===== src/rtl/mdu_pkg.sv =====
// Shared definitions for the multiply/divide unit sequencer.
package mdu_pkg;

  localparam logic [3:0] MDU_MULT  = 4'd1;
  localparam logic [3:0] MDU_MULTU = 4'd2;
  localparam logic [3:0] MDU_DIV   = 4'd3;
  localparam logic [3:0] MDU_DIVU  = 4'd4;
  localparam logic [3:0] MDU_MFHI  = 4'd5;
  localparam logic [3:0] MDU_MFLO  = 4'd6;
  localparam logic [3:0] MDU_MTHI  = 4'd7;
  localparam logic [3:0] MDU_MTLO  = 4'd8;

  localparam int MUL_LAT_DEF = 5;
  localparam int DIV_LAT_DEF = 10;

  typedef enum logic {
    S_IDLE = 1'b0,
    S_BUSY = 1'b1
  } mdu_state_e;

  // Ops that occupy the array for several cycles.
  function automatic logic is_muldiv(input logic [3:0] op);
    return (op >= MDU_MULT) && (op <= MDU_DIVU);
  endfunction

  // Any op that touches HI/LO or the array, hence must wait while busy.
  function automatic logic is_mdu(input logic [3:0] op);
    return (op >= MDU_MULT) && (op <= MDU_MTLO);
  endfunction

  function automatic logic is_mul(input logic [3:0] op);
    return (op == MDU_MULT) || (op == MDU_MULTU);
  endfunction

endpackage


===== src/rtl/mdu_lat_cnt.sv =====
// Loadable down-counter; done_o marks the last enabled cycle (count==0).
module mdu_lat_cnt #(
  parameter int CNT_W = 4
) (
  input  logic             clk,
  input  logic             reset,
  input  logic             load_i,
  input  logic [CNT_W-1:0] load_val_i,
  input  logic             en_i,
  output logic [CNT_W-1:0] count_o,
  output logic             done_o
);

  logic [CNT_W-1:0] count_q, count_d;

  // Next count: load wins; decrement only while enabled and never below zero.
  always_comb begin
    // NOTE: default first so every path assigns count_d and no latch is inferred.
    count_d = count_q;
    if (load_i) begin
      count_d = load_val_i;
    end else if (en_i && (count_q != '0)) begin
      count_d = count_q - 1'b1;
    end
  end

  // Count register.
  always_ff @(posedge clk or posedge reset) begin
    if (reset) begin
      count_q <= '0;
    end else begin
      // NOTE: non-blocking so every register samples pre-edge values.
      count_q <= count_d;
    end
  end

  assign count_o = count_q;
  assign done_o  = en_i && (count_q == '0);

endmodule


===== src/rtl/mdu_sched.sv =====
// MDU sequencer: issues mult/div to the array, counts latency, owns HI/LO.
module mdu_sched
  import mdu_pkg::*;
#(
  parameter int MUL_LAT = MUL_LAT_DEF,
  parameter int DIV_LAT = DIV_LAT_DEF,
  parameter int CNT_W   = 4
) (
  input  logic        clk,
  input  logic        reset,
  input  logic        op_valid,
  input  logic [3:0]  op,
  input  logic [31:0] op_a,
  input  logic [31:0] op_b,
  input  logic        flush,
  output logic [3:0]  arr_op,
  output logic [31:0] arr_a,
  output logic [31:0] arr_b,
  input  logic [31:0] arr_hi,
  input  logic [31:0] arr_lo,
  output logic        stall,
  output logic        busy,
  output logic [31:0] rd_data,
  output logic [31:0] hi,
  output logic [31:0] lo
);

  localparam logic [CNT_W-1:0] MUL_LD = CNT_W'(MUL_LAT - 1);
  localparam logic [CNT_W-1:0] DIV_LD = CNT_W'(DIV_LAT - 1);

  mdu_state_e  state_q, state_d;
  logic [3:0]  arr_op_q;
  logic [31:0] arr_a_q, arr_b_q;
  logic [31:0] pend_hi_q, pend_lo_q;
  logic [31:0] hi_q, hi_d, lo_q, lo_d;
  logic        idle, accept, issue, commit;
  logic [CNT_W-1:0] cnt_val;

  assign idle   = (state_q == S_IDLE);
  assign accept = idle && op_valid && !flush;
  assign issue  = accept && is_muldiv(op);
  assign busy   = (state_q == S_BUSY);

  mdu_lat_cnt #(.CNT_W(CNT_W)) u_cnt (
    .clk        (clk),
    .reset      (reset),
    .load_i     (issue),
    .load_val_i (is_mul(op) ? MUL_LD : DIV_LD),
    .en_i       (busy),
    .count_o    (cnt_val),
    .done_o     (commit)
  );

  // Next state: issue enters BUSY, the count==0 cycle returns to IDLE.
  always_comb begin
    state_d = state_q;
    case (state_q)
      S_IDLE:  if (issue)  state_d = S_BUSY;
      S_BUSY:  if (commit) state_d = S_IDLE;
      default: state_d = S_IDLE;
    endcase
  end

  // HI/LO next value: commit of the pending result, or an mt* write when idle.
  always_comb begin
    hi_d = hi_q;
    lo_d = lo_q;
    if (commit) begin
      hi_d = pend_hi_q;
      lo_d = pend_lo_q;
    end else if (accept && (op == MDU_MTHI)) begin
      hi_d = op_a;
    end else if (accept && (op == MDU_MTLO)) begin
      lo_d = op_a;
    end
  end

  // State, HI/LO, held operands and the pending array result.
  always_ff @(posedge clk or posedge reset) begin
    if (reset) begin
      state_q   <= S_IDLE;
      hi_q      <= '0;
      lo_q      <= '0;
      pend_hi_q <= '0;
      pend_lo_q <= '0;
      arr_op_q  <= '0;
      arr_a_q   <= '0;
      arr_b_q   <= '0;
    end else begin
      state_q <= state_d;
      hi_q    <= hi_d;
      lo_q    <= lo_d;
      if (issue) begin
        pend_hi_q <= arr_hi;
        pend_lo_q <= arr_lo;
        arr_op_q  <= op;
        arr_a_q   <= op_a;
        arr_b_q   <= op_b;
      end
    end
  end

  // The issue cycle feeds the array straight from E; afterwards the held copy.
  assign arr_op = issue ? op   : arr_op_q;
  assign arr_a  = issue ? op_a : arr_a_q;
  assign arr_b  = issue ? op_b : arr_b_q;

  assign stall = op_valid && is_mdu(op) && busy;

  assign rd_data = (accept && (op == MDU_MFHI)) ? hi_q :
                   (accept && (op == MDU_MFLO)) ? lo_q : 32'h0;

  assign hi = hi_q;
  assign lo = lo_q;

  // cnt_val is kept visible for debug; only done is used for control.
  logic unused_cnt;
  assign unused_cnt = ^cnt_val;

endmodule


===== config.mk =====
export PLATFORM = sky130hd
export DESIGN_NAME = mdu_sched
export DESIGN_NICKNAME = d
export VERILOG_FILES = /design/src/rtl/mdu_pkg.sv /design/src/rtl/mdu_lat_cnt.sv /design/src/rtl/mdu_sched.sv
export SDC_FILE = /design/constraint.sdc
export NUM_CORES = 1
export LEC_CHECK = 0
export BUFFER_PORTS_ARGS = -buffer_cell sky130_fd_sc_hd__buf_2
export CORE_ASPECT_RATIO = 0.9
export CORE_UTILIZATION = 46
export DETAILED_ROUTE_END_ITERATION = 10
export PLACE_DENSITY = 0.82
export SYNTH_ARGS = -nofsm -noshare
export SYNTH_HDL_FRONTEND = slang
export SYNTH_SLANG_ARGS = --single-unit

===== constraint.sdc =====
create_clock -name clk -period 7.1 [get_ports clk]
set_input_delay 1.42 -clock clk [delete_from_list [all_inputs] [get_ports clk]]
set_output_delay 1.42 -clock clk [all_outputs]
set_load 0.03 [all_outputs]

Yosys cells after proc, flatten, opt, wreduce, memory -nomap -nowiden --
Index checks and enable logic that the tools add are counted.
Storage, ports and cells: register bits 201, output and inout port bits 166
Operators by class: add/sub/neg operators 1, $lt $le $gt $ge 3, equal/unequal tests 7, muxes and demuxes 16, bitwise operators 1, reductions and logical operators 21
Operators with widths (number):
- 32-bit two-way mux | 9
- 4-bit two-way mux | 4
- 1-bit logical AND | 13
- 4-bit by 3-bit equality test with 1-bit output (second input constant) | 3
- 2-bit nonzero test | 3
- 4-bit by 1-bit equality test with 1-bit output (second input constant) | 1
- 4-bit by 2-bit equality test with 1-bit output (second input constant) | 1
- 4-bit equality test (second input constant) | 1
- 4-bit by 1-bit greater-or-equal comparator with 1-bit output (second input constant) | 1
- 4-bit by 3-bit less-or-equal comparator with 1-bit output (second input constant) | 1
- 4-bit less-or-equal comparator (second input constant) | 1
- 4-bit logical NOT | 1
- 4-bit nonzero test | 1
- 4-bit by 1-bit subtractor with 4-bit output (second input constant) | 1
- 1-bit two-way mux | 2
- 2-bit != test (second input constant) | 1
- 1-bit case mux with 2 select lines | 1
- 2-bit AND reduction | 1
- 1-bit logical NOT | 1
- 1-bit logical OR | 1
- 1-bit inverter | 1

Depth between registers and ports, before layout --
Gate-level depths: netlist (run 1).
depth in word-level cells 7, depth in mapped cells 8

By module --
Synthesis (run 1) repeated with hierarchy kept, for this count alone.
Unflattened totals: cell total of the unflattened synthesis 717, area total of the unflattened synthesis 8853.5 µm²
Modules (own cells, without submodules):
- mdu_sched | instances 1, cells an instance 689, area an instance 8592.0 µm², seq. area each 4929.7 µm²
- mdu_lat_cnt | instances 1, cells an instance 28, area an instance 261.5 µm², seq. area each 100.1 µm²

Least setup slack after synthesis (run 1) --
No wires, ideal clock.
kind input port to output port, from in op[1], to out arr_a[0], arrival 2.709 ns, setup slack 2.971 ns, cell stages on the path 6, buffers on the path 3, cells stage by stage buf_2 > nor3_2 > nand3b_2 > buf_4 > buf_6 > mux2_4
On the way: cells in the longest elaborated chain, start to end 4
Ends and longest elaborated chain:
- from (decl) | line mdu_sched.sv:12 | input logic [3:0] op,
- 4-bit by 1-bit greater-or-equal comparator with 1-bit output / 4-bit by 3-bit less-or-equal comparator with 1-bit output (equally long branches) | line mdu_pkg.sv:23 | return (op >= MDU_MULT) && (op <= MDU_DIVU);
- 1-bit logical AND (*) | line mdu_pkg.sv:23
- 1-bit logical AND (*) | line mdu_sched.sv:41 | assign issue = accept && is_muldiv(op);
- 32-bit two-way mux (*)
- to (decl) | line mdu_sched.sv:17 | output logic [31:0] arr_a,
Every way passes the cells marked *; elsewhere a longest branch is shown, timed or not.

Worst setup path in the final report (run 1) --
from in op[1], to out arr_b[1]
On the way: cells in the longest elaborated chain, start to end 4
Ends and longest elaborated chain:
- 4-bit by 1-bit greater-or-equal comparator with 1-bit output / 4-bit by 3-bit less-or-equal comparator with 1-bit output (equally long branches) | line mdu_pkg.sv:23
- 1-bit logical AND (*) | line mdu_pkg.sv:23
- 1-bit logical AND (*) | line mdu_sched.sv:41
- 32-bit two-way mux (*)
- to (decl) | line mdu_sched.sv:18 | output logic [31:0] arr_b,
Marks and branches as above.

==> results of run 1 <==
## per-stage QoR
stage	total power, W	area, sq um
2_1_floorplan	0.00360	8860
3_3_place_gp	0.00415	10500
3_5_place_dp	0.00423	10500
4_1_cts	0.00539	11200
5_1_grt	0.00561	11200
6_report	0.00535	11200
## area by class of cell
type | instances | area share
clock inverter | 6 | 0.00514
sequential | 201 | 0.449
multi-input combinational | 397 | 0.318
timing repair buffer | 307 | 0.138
clock buffer | 33 | 0.0592
inverter | 7 | 0.00301
tap | 245 | 0.0273
## cells in the mapped netlist, drive strengths merged
library cell / number / area, sq um
dfrtp: 201 / 5030
mux2: 130 / 1840
nand2: 100 / 375
o21ai: 37 / 185
mux2i: 35 / 350
a22o: 33 / 289
a22oi: 30 / 225
buf: 28 / 235
clkbuf: 17 / 63.8
inv: 7 / 26.3
nor2: 4 / 15.0
a21oi: 3 / 15.0
nand3: 3 / 15.0
nor3: 3 / 20.0
and2: 2 / 12.5
and3: 2 / 12.5
ha: 2 / 25.0
a311oi: 1 / 8.76
a31oi: 1 / 6.26
a32oi: 1 / 8.76
and4: 1 / 8.76
nand3b: 1 / 11.3
nor3b: 1 / 7.51
nor4b: 1 / 23.8
nor4bb: 1 / 10.0
o211a: 1 / 10.0
o2bb2ai: 1 / 8.76
or3b: 1 / 8.76
xnor2: 1 / 8.76
xor2: 1 / 8.76
## power breakdown
part           switching (W)  leakage, nW  internal [W]
clock network       0.000441        0.355      0.000679
registers           0.000355         2.49       0.00171
logic                0.00130         3.09      0.000864
total                0.00210         5.94       0.00325
## how the worst max path moves through the flow
stage                      end  slack [ns]
floorplan           arr_a_q[0]        0.20
global placement      arr_b[3]        1.73
detailed placement    arr_b[1]        1.66
CTS                   arr_b[1]        1.66
global route         arr_a[12]        1.51
finish                arr_b[1]        1.65
## cells by family (layout without fill, tap and decap cells)
| kind of cell | after synthesis | after routing | synth area share |
|---|---|---|---|
| muxes | 165 | 165 | 0.247 |
| xor gates and xnor gates | 2 | 2 | 0.00198 |
| DFF | 201 | 201 | 0.567 |
| buffers and inverters | 52 | 353 | 0.0367 |
| adders and majority gates | 2 | 2 | 0.00282 |
| and+or+nand+nor | 120 | 120 | 0.0587 |
| AOI/OAI and AO/OA | 108 | 108 | 0.0854 |
## state kept, by name, summed over array words and instances, names as in the netlist
| signal | cells |
|---|---|
| arr_a_q | 32 |
| arr_b_q | 32 |
| pend_hi_q | 32 |
| lo | 32 |
| busy | 1 |
| u_cnt.count_o | 4 |
| hi | 32 |
| pend_lo_q | 32 |
| arr_op_q | 4 |
## worst max-delay path, delay by kind of cell
family / cells / cell delay [ns]
buffers and inverters: 3 / 1.16
muxes: 1 / 0.36
and+or+nand+nor: 2 / 1.00
## layer usage
layer	share of wire	vias up
li1	-	2874
met1	0.43	3175
met5	0	-
met2	0.49	272
met3	0.067	25
met4	0.019	0
==> impl_metrics.py, run 1 <==
metrics = {
    "die": {
        "row_count": 47,
        "dieArea_sq_um": 19800,
        "core_sq_um": 18600,
        "ios": 302,
        "die_x_um": 148,
        "die_h_um": 134,
        "initial_core_util": 0.476,
    },
    "worst_setup_path": {
        "cp-end-kind": "output port",
        "path_class": "primary input to output port",
        "critPathRequiredTime_ns": 5.68,
        "timing.rr.end": "arr_b_q[0]",
        "r2r_cells": 4,
        "cp.arrival_ns": 4.03,
        "r2r_start": "busy",
        "cp_max_fo": 52,
        "worst_path_max_delay_cell": "buf_4",
        "crit_chain": "buf_2, nor3_2, nand3b_4, buf_4, mux2_4, buf_2",
        "critPathLaunchType": "primary input",
        "critPathMostFrequentCell": "buf_2",
        "cp-startpoint": "op[1]",
        "crit_path_max_incr_delay_ns": 0.82,
        "reg2reg_setup_slack_ns": 4.23,
    },
    "clocking": {
        "worstSkewPairLatency_ns": 0.50,
        "cts-hold-fix-buffers": 0,
        "cts_resized": 0,
        "clockBufferDepth": 3,
        "cts_num_sinks": 201,
        "cts_setup_buffers": 0,
        "root_buffer": "clkbuf_16",
        "cts_tree": "yes",
        "htreeDepth": 1,
        "cts_buffers": 22,
        "cts.reportedPaths.clkPinSlew_ns": 0.06,
    },
    "cells_and_area": {
        "regArea_sq_um": 5030,
        "syn2layout_area_growth_pct": 26.4,
        "multi_input_area_sq_um": 3570,
        "diodes": 0,
        "final_util": 0.601,
        "fin_cells": 1196,
        "layout_common_cells": "301 x buf_2, 201 x dfrtp_1, 100 x nand2_1, 100 x mux2_4, 35 x mux2i_1",
        "fin_nets": 1074,
        "mostFrequentLayoutCell": "buf_2",
        "n_fill_cell": 1450,
        "drive_gt1_frac": 0.505,
    },
    "grt": {
        "grtUsageMet3": 0.0390,
        "busiest_layer": "met2",
        "use_met1": 0.291,
        "overflow": 0,
        "met2_usage": 0.367,
        "grt_pass1_wl_um": 34200,
        "grt_max_degree": 134,
        "grt_usage": 0.217,
        "grt_pass1_vias": 6289,
        "antenna_found_initial": 0,
    },
    "timing": {
        "grt_setup_unrepaired": "no",
        "finalSetupViolCount": 0,
        "fin_skew_ns": 0.0170,
        "worst-slew-pin-transition_ns": 1.14,
        "slew_headroom": 0.238,
        "hold_viol": 0,
        "finalCriticalPeriod_ns": 5.45,
        "fin_crit_sh": 0.768,
        "tns_ns": 0,
        "clock.fmax_ghz": 0.183,
        "setup_ws_ns": 1.65,
        "whs_ns": 0.477,
        "drv_slew": 0,
    },
    "placed_design": {
        "dp_slack_ns": 1.66,
        "numPortBuffers": 301,
        "gp_congestion": 0.773,
        "placedCellCount": 1157,
        "hpwlAfterDp_um": 14500,
    },
    "route": {
        "drtAntennaViolNets": 0,
        "routedWlPerCell_um": 18.5,
        "vias": 6346,
        "drc": 0,
        "first_pass_iters": 4,
        "vias_per_cell": 5.31,
        "drt_iter0_markers": 369,
        "wl_um": 22100,
    },
    "worst_hold_path": {
        "hold_path_class": "register to register",
        "holdPathStages": 2,
        "hold_start": "pend_hi_q[11]",
        "whs_endpoint": "hi[11]",
    },
    "flow_run": {
        "cap_violations": 0,
    },
    "yosys": {
        "ys_seq_area_frac": 0.567,
        "syn_area_sq_um": 8860,
        "syn_inst": 650,
        "syn-num-nets": 788,
        "synth_seq_cells": 201,
        "ys_warn_count": 0,
        "synth_area_per_cell_sq_um": 13.6,
        "ys_types": 36,
    },
    "outcome": {
        "status": "finished, final reports clean",
    },
    "power": {
        "p_leak_nw": 5.94,
        "ir_drop_v": 0.000271,
        "power_density_nw_per_um2": 478,
    },
}
Power figures use the tool's default switching activity.
==> inputs of run 2 (changes only) <==
==> constraint.sdc (replaced) <==
create_clock -name clk -period 4.5 [get_ports clk]
set_input_delay 0.9 -clock clk [delete_from_list [all_inputs] [get_ports clk]]
set_output_delay 0.9 -clock clk [all_outputs]
set_load 0.03 [all_outputs]
==> run 2 against run 1 <==
  * Sequential power grew 58%
  * Largest power group unchanged
  * Clock power is 53% higher
  * Wire length increased by 1.1%
  * Non-clock buffer count up 7
  * Register-to-register slack lost 2.1 ns
  * Count of clock-buffer cells in the layout is the same
  * Worst setup slack got worse by 0.80 ns
  * Total power increased by 57%
  * Via count grew 0.30%
  * Flip-flop and latch count is the same
  * Cell area increased by 0.69%
  * Hold slack worse by 0.0068 ns
==> impl_metrics.py, run 2 (synthesis gave the netlist of run 1 again) <==
metrics = {
    "clocking": {
        "root_buffer": "clkbuf_16",
        "worstSkewPairLatency_ns": 0.49,
        "htreeDepth": 1,
        "cts_setup_buffers": 0,
        "cts-hold-fix-buffers": 0,
        "cts_resized": 0,
        "cts.reportedPaths.clkPinSlew_ns": 0.06,
        "cts_num_sinks": 201,
        "cts_buffers": 22,
        "cts_tree": "yes",
        "clockBufferDepth": 3,
    },
    "timing": {
        "hold_viol": 0,
        "tns_ns": 0,
        "slew_headroom": 0.243,
        "fin_crit_sh": 0.811,
        "finalCriticalPeriod_ns": 3.65,
        "fin_skew_ns": 0.0134,
        "worst-slew-pin-transition_ns": 1.13,
        "drv_slew": 0,
        "clock.fmax_ghz": 0.274,
        "grt_setup_unrepaired": "no",
        "finalSetupViolCount": 0,
    },
    "grt": {
        "use_met1": 0.297,
        "grt_max_degree": 111,
        "grt_pass1_vias": 6388,
        "met2_usage": 0.372,
        "grt_pass1_wl_um": 34900,
        "antenna_found_initial": 1,
        "busiest_layer": "met2",
        "overflow": 0,
        "grt_usage": 0.224,
        "grtUsageMet3": 0.0449,
    },
    "route": {
        "drc": 0,
        "vias_per_cell": 5.29,
        "drtAntennaViolNets": 0,
        "wl_um": 22300,
        "first_pass_iters": 7,
        "drt_iter0_markers": 309,
        "routedWlPerCell_um": 18.5,
        "vias": 6365,
    },
    "cells_and_area": {
        "mostFrequentLayoutCell": "buf_2",
        "syn2layout_area_growth_pct": 27.3,
        "layout_common_cells": "301 x buf_2, 201 x dfrtp_1, 100 x nand2_1, 100 x mux2_4, 35 x mux2i_1",
        "n_fill_cell": 1470,
        "drive_gt1_frac": 0.508,
        "fin_cells": 1204,
        "fin_nets": 1081,
    },
    "power": {
        "power.total_w": 0.00841,
        "p_leak_nw": 5.98,
        "power_density_nw_per_um2": 745,
        "power_frac_clock": 0.204,
        "p_int_w": 0.00508,
        "p_comb_frac": 0.408,
        "ir_drop_v": 0.000528,
        "p_seq_frac": 0.388,
        "p_sw_frac": 0.395,
        "power_switching_w": 0.00332,
    },
    "worst_setup_path": {
        "crit_chain": "buf_2, nor3_2, nand3b_4, buf_4, mux2_4, buf_2",
        "cp.arrival_ns": 2.75,
        "cp_max_fo": 30,
        "worst_path_max_delay_cell": "buf_4",
        "cp_num_buf_inv": 3,
        "critPathTopFamily": "buffers and inverters",
        "crit_path_max_incr_delay_ns": 0.46,
        "critPathLaunchType": "primary input",
        "path_class": "primary input to output port",
        "cp-end-kind": "output port",
        "critPathRequiredTime_ns": 3.60,
        "critPathMostFrequentCell": "buf_2",
    },
    "flow_run": {
        "cap_violations": 0,
    },
    "die": {
        "die_h_um": 134,
        "row_count": 47,
        "dieArea_sq_um": 19800,
        "initial_core_util": 0.476,
        "core_sq_um": 18600,
        "ios": 302,
        "die_x_um": 148,
    },
    "placed_design": {
        "gp_congestion": 0.807,
        "numPortBuffers": 301,
        "hpwlAfterDp_um": 15400,
        "placedCellCount": 1164,
    },
    "outcome": {
        "status": "finished, final reports clean",
    },
    "worst_hold_path": {
        "hold_path_class": "primary input to async pin",
    },
}
-- run 2: cell count changes in the layout (fill, tap and decap cells not counted) --
cell and delta:
buf_12 +4, buf_4 +3, bufinv_16 -1, clkinv_2 +1
clkinv_4 +1, diode_2 +1, inv_8 -1
-- run 2: area by class of cell --
cell class,instances,area [sq um],share of cell area
inverter,7,30.0,0.00266
clock inverter,6,33.8,0.00299
multi-input combinational,397,3570,0.316
sequential,201,5030,0.446
clock buffer,33,663,0.0588
antenna,1,2.50,0.000222
tap,245,307,0.0272
timing repair buffer,314,1650,0.147
-- run 2: metrics by stage --
stage	hold slack, ns	instance area (sq um)	util	worst slack (ns)
global route	0.501	11300	0.605	0.757
CTS	0.479	11300	0.605	0.847
floorplan	0.444	8870	-	0.998
detailed placement	0.466	10600	0.568	0.848
global placement	0.457	10600	0.568	0.913
finish	0.471	11300	0.605	0.853
-- run 2: worst paths after layout --
path,startpoint,to,slack [ns],depth (start not counted)
setup / recovery,op[1],arr_a[25],0.85,6
hold / removal,reset,hi[6],0.47,2
setup reg to reg,u_cnt.count_o[0],lo[26],2.09,6
hold reg to reg,arr_op_q[3],arr_op_q[3],0.47,1
max in group asynchronous,reset,arr_b_q[19],3.03,3
min in group clk,arr_op_q[3],arr_op_q[3],0.47,1
-- run 2: metal layers --
layer  vias to the layer above  part of all wire
met5                         -                 0
met4                         0             0.023
met3                        30             0.063
met2                       275              0.49
met1                      3166              0.43
li1                       2894                 -
-- run 2: power by group through the flow --
stage / registers [W] / clock network, W / logic, W
after global placement: 0.00321 / 0 / 0.00336
after detailed placement: 0.00325 / 0 / 0.00345
final: 0.00326 / 0.00171 / 0.00343
after global routing: 0.00335 / 0.00183 / 0.00366
after floorplan: 0.00366 / 0 / 0.00202
after CTS: 0.00325 / 0.00175 / 0.00346
==> inputs of run 3 (changes only) <==
--- a/config.mk
+++ b/config.mk
@@ -7,9 +7,9 @@
 export LEC_CHECK = 0
 export BUFFER_PORTS_ARGS = -buffer_cell sky130_fd_sc_hd__buf_2
 export CORE_ASPECT_RATIO = 0.9
-export CORE_UTILIZATION = 46
+export CORE_UTILIZATION = 50
 export DETAILED_ROUTE_END_ITERATION = 10
-export PLACE_DENSITY = 0.82
+export PLACE_DENSITY = 0.85
 export SYNTH_ARGS = -nofsm -noshare
 export SYNTH_HDL_FRONTEND = slang
 export SYNTH_SLANG_ARGS = --single-unit
==> constraint.sdc (replaced) <==
create_clock -name clk -period 3.51 [get_ports clk]
set_input_delay 0.702 -clock clk [delete_from_list [all_inputs] [get_ports clk]]
set_output_delay 0.702 -clock clk [all_outputs]
set_load 0.03 [all_outputs]
==> run 3 against run 2 <==
  * Non-clock buffer count rose by 7
  * Sequential share of layout area fell by 0.14 points
  * Largest cell class unchanged
  * Global-route usage rose by 1.6 points
  * Total power rose by 28%
  * Wire length fell by 0.48%
  * Clock skew fell by 0.00086 ns
  * First-iteration DRC count rose by 2.3%
  * Flip-flop and latch count did not move
  * Cell area rose by 0.32%
  * Utilization rose by 5.6 points
  * Die area fell by 7.9%
==> impl_metrics.py, run 3 (synthesis gave the netlist of run 1 again) <==
metrics = {
    "timing": {
        "fin_crit_sh": 0.926,
        "worst-slew-pin-transition_ns": 0.975,
        "hold_viol": 0,
        "drv_slew": 0,
        "slew_headroom": 0.350,
        "finalSetupViolCount": 0,
        "grt_setup_unrepaired": "no",
        "fin_skew_ns": 0.0125,
        "whs_ns": 0.279,
        "finalCriticalPeriod_ns": 3.25,
        "tns_ns": 0,
        "clock.fmax_ghz": 0.308,
    },
    "worst_setup_path": {
        "cp-startpoint": "busy",
        "crit_chain": "nor4b_4, nand3_1, nor2_4, buf_4, a22o_1, buf_2",
        "r2r_start": "u_cnt.count_o[0]",
        "critPathLaunchType": "register",
        "cp.arrival_ns": 2.55,
        "worst_path_max_delay_cell": "nor4b_4",
        "crit_path_max_incr_delay_ns": 0.53,
        "cp_max_fo": 16,
        "cp-end-kind": "output port",
        "critPathRequiredTime_ns": 2.81,
        "path_class": "register to output port",
    },
    "power": {
        "p_sw_frac": 0.392,
        "p_leak_nw": 6.01,
        "power_density_nw_per_um2": 953,
        "p_seq_frac": 0.386,
        "p_comb_frac": 0.409,
        "power_switching_w": 0.00423,
        "ir_drop_v": 0.000630,
        "p_int_w": 0.00656,
        "power_frac_clock": 0.204,
    },
    "cells_and_area": {
        "diodes": 0,
        "mostFrequentLayoutCell": "buf_2",
        "drive_gt1_frac": 0.512,
        "fin_nets": 1087,
        "syn2layout_area_growth_pct": 27.7,
        "layout_common_cells": "301 x buf_2, 201 x dfrtp_1, 100 x nand2_1, 100 x mux2_4, 35 x mux2i_1",
    },
    "grt": {
        "overflow": 0,
        "grt_pass1_vias": 6352,
        "grt_usage": 0.240,
        "antenna_found_initial": 0,
        "grt_max_degree": 99,
        "grt_pass1_wl_um": 34100,
    },
    "clocking": {
        "cts_buffers": 21,
        "cts_setup_buffers": 0,
        "cts_num_sinks": 201,
        "cts_tree": "yes",
        "cts.reportedPaths.clkPinSlew_ns": 0.06,
        "root_buffer": "clkbuf_16",
        "cts_resized": 0,
        "worstSkewPairLatency_ns": 0.48,
        "htreeDepth": 1,
        "clockBufferDepth": 3,
        "cts-hold-fix-buffers": 0,
    },
    "route": {
        "routedWlPerCell_um": 18.5,
        "first_pass_iters": 4,
        "drtAntennaViolNets": 0,
        "wl_um": 22200,
        "vias": 6345,
        "drc": 0,
        "drt_iter0_markers": 316,
        "vias_per_cell": 5.30,
    },
    "die": {
        "row_count": 45,
        "die_x_um": 142,
        "initial_core_util": 0.518,
        "die_h_um": 128,
        "dieArea_sq_um": 18300,
        "ios": 302,
        "core_sq_um": 17100,
    },
    "worst_hold_path": {
        "hold_path_class": "primary input to async pin",
    },
    "placed_design": {
        "numPortBuffers": 301,
        "gp_congestion": 0.795,
        "hpwlAfterDp_um": 15700,
    },
    "flow_run": {
        "cap_violations": 0,
    },
    "outcome": {
        "status": "finished, final reports clean",
    },
}
==> run 3: cell types whose count changed in the layout (fill, tap and decap cells not counted), sizes merged <==
cell | before | now
buf | 314 | 321
bufinv | 0 | 1
clkinv | 6 | 3
diode | 1 | 0
==> run 3: cell type report <==
cell class	count	area (sq um)
inverters	7	30.0
multi-input cells	397	3570
clock buffers	33	651
clock inverters	4	45.0
flip-flops and latches	201	5030
fillers	1238	5790
repair buffers	321	1710
well taps	235	294
==> run 3: path summary, 6_finish.rpt <==
kind / slack (ns) / cells after the start / to
min in group clk: 0.44 / 2 / pend_lo_q[0]
min reg2reg: 0.48 / 1 / arr_op_q[3]
max: 0.26 / 6 / rd_data[29]
max reg2reg: 1.18 / 6 / lo[9]
min: 0.28 / 2 / pend_lo_q[9]
max in group asynchronous: 2.46 / 3 / arr_b_q[8]
==> run 3: through the flow <==
stage / cells / cell area (sq um) / total power, W / setup slack, ns / utilization
global route: 1198 / 11300 / 0.0113 / 0.185 / 0.661
floorplan: 650 / 8870 / 0.00729 / 0.206 / -
finish: 1198 / 11300 / 0.0108 / 0.260 / 0.661
CTS: 1198 / 11300 / 0.0108 / 0.268 / 0.661
detailed placement: 1161 / 10600 / 0.00859 / 0.391 / 0.621
global placement: 1161 / 10600 / 0.00842 / 0.423 / 0.621
==> run 3: power by group through the flow <==
stage | sequential [W] | combinational (W) | clock, W
floorplan | 0.00469 | 0.00259 | 0
global placement | 0.00411 | 0.00431 | 0
detailed placement | 0.00416 | 0.00443 | 0
CTS | 0.00416 | 0.00445 | 0.00224
global route | 0.00428 | 0.00472 | 0.00233
finish | 0.00417 | 0.00442 | 0.00220
==> run 3: layer usage <==
layer  routed length, um  GRT usage  vias to the layer above
li1                    -          -                     2899
met4                 382     0.0506                        0
met3                1670     0.0486                       32
met1                9120      0.308                     3145
met5                   0          0                        -
met2               11000      0.421                      269
==> run 3: worst max-delay path: cells and delay by family, from the launching register on <==
kind                   cells  cell delay [ns]
buffers and inverters      2             0.51
DFF                        1             0.49
AOI/OAI and AO/OA          1             0.19
and+or+nand+nor            3             0.87
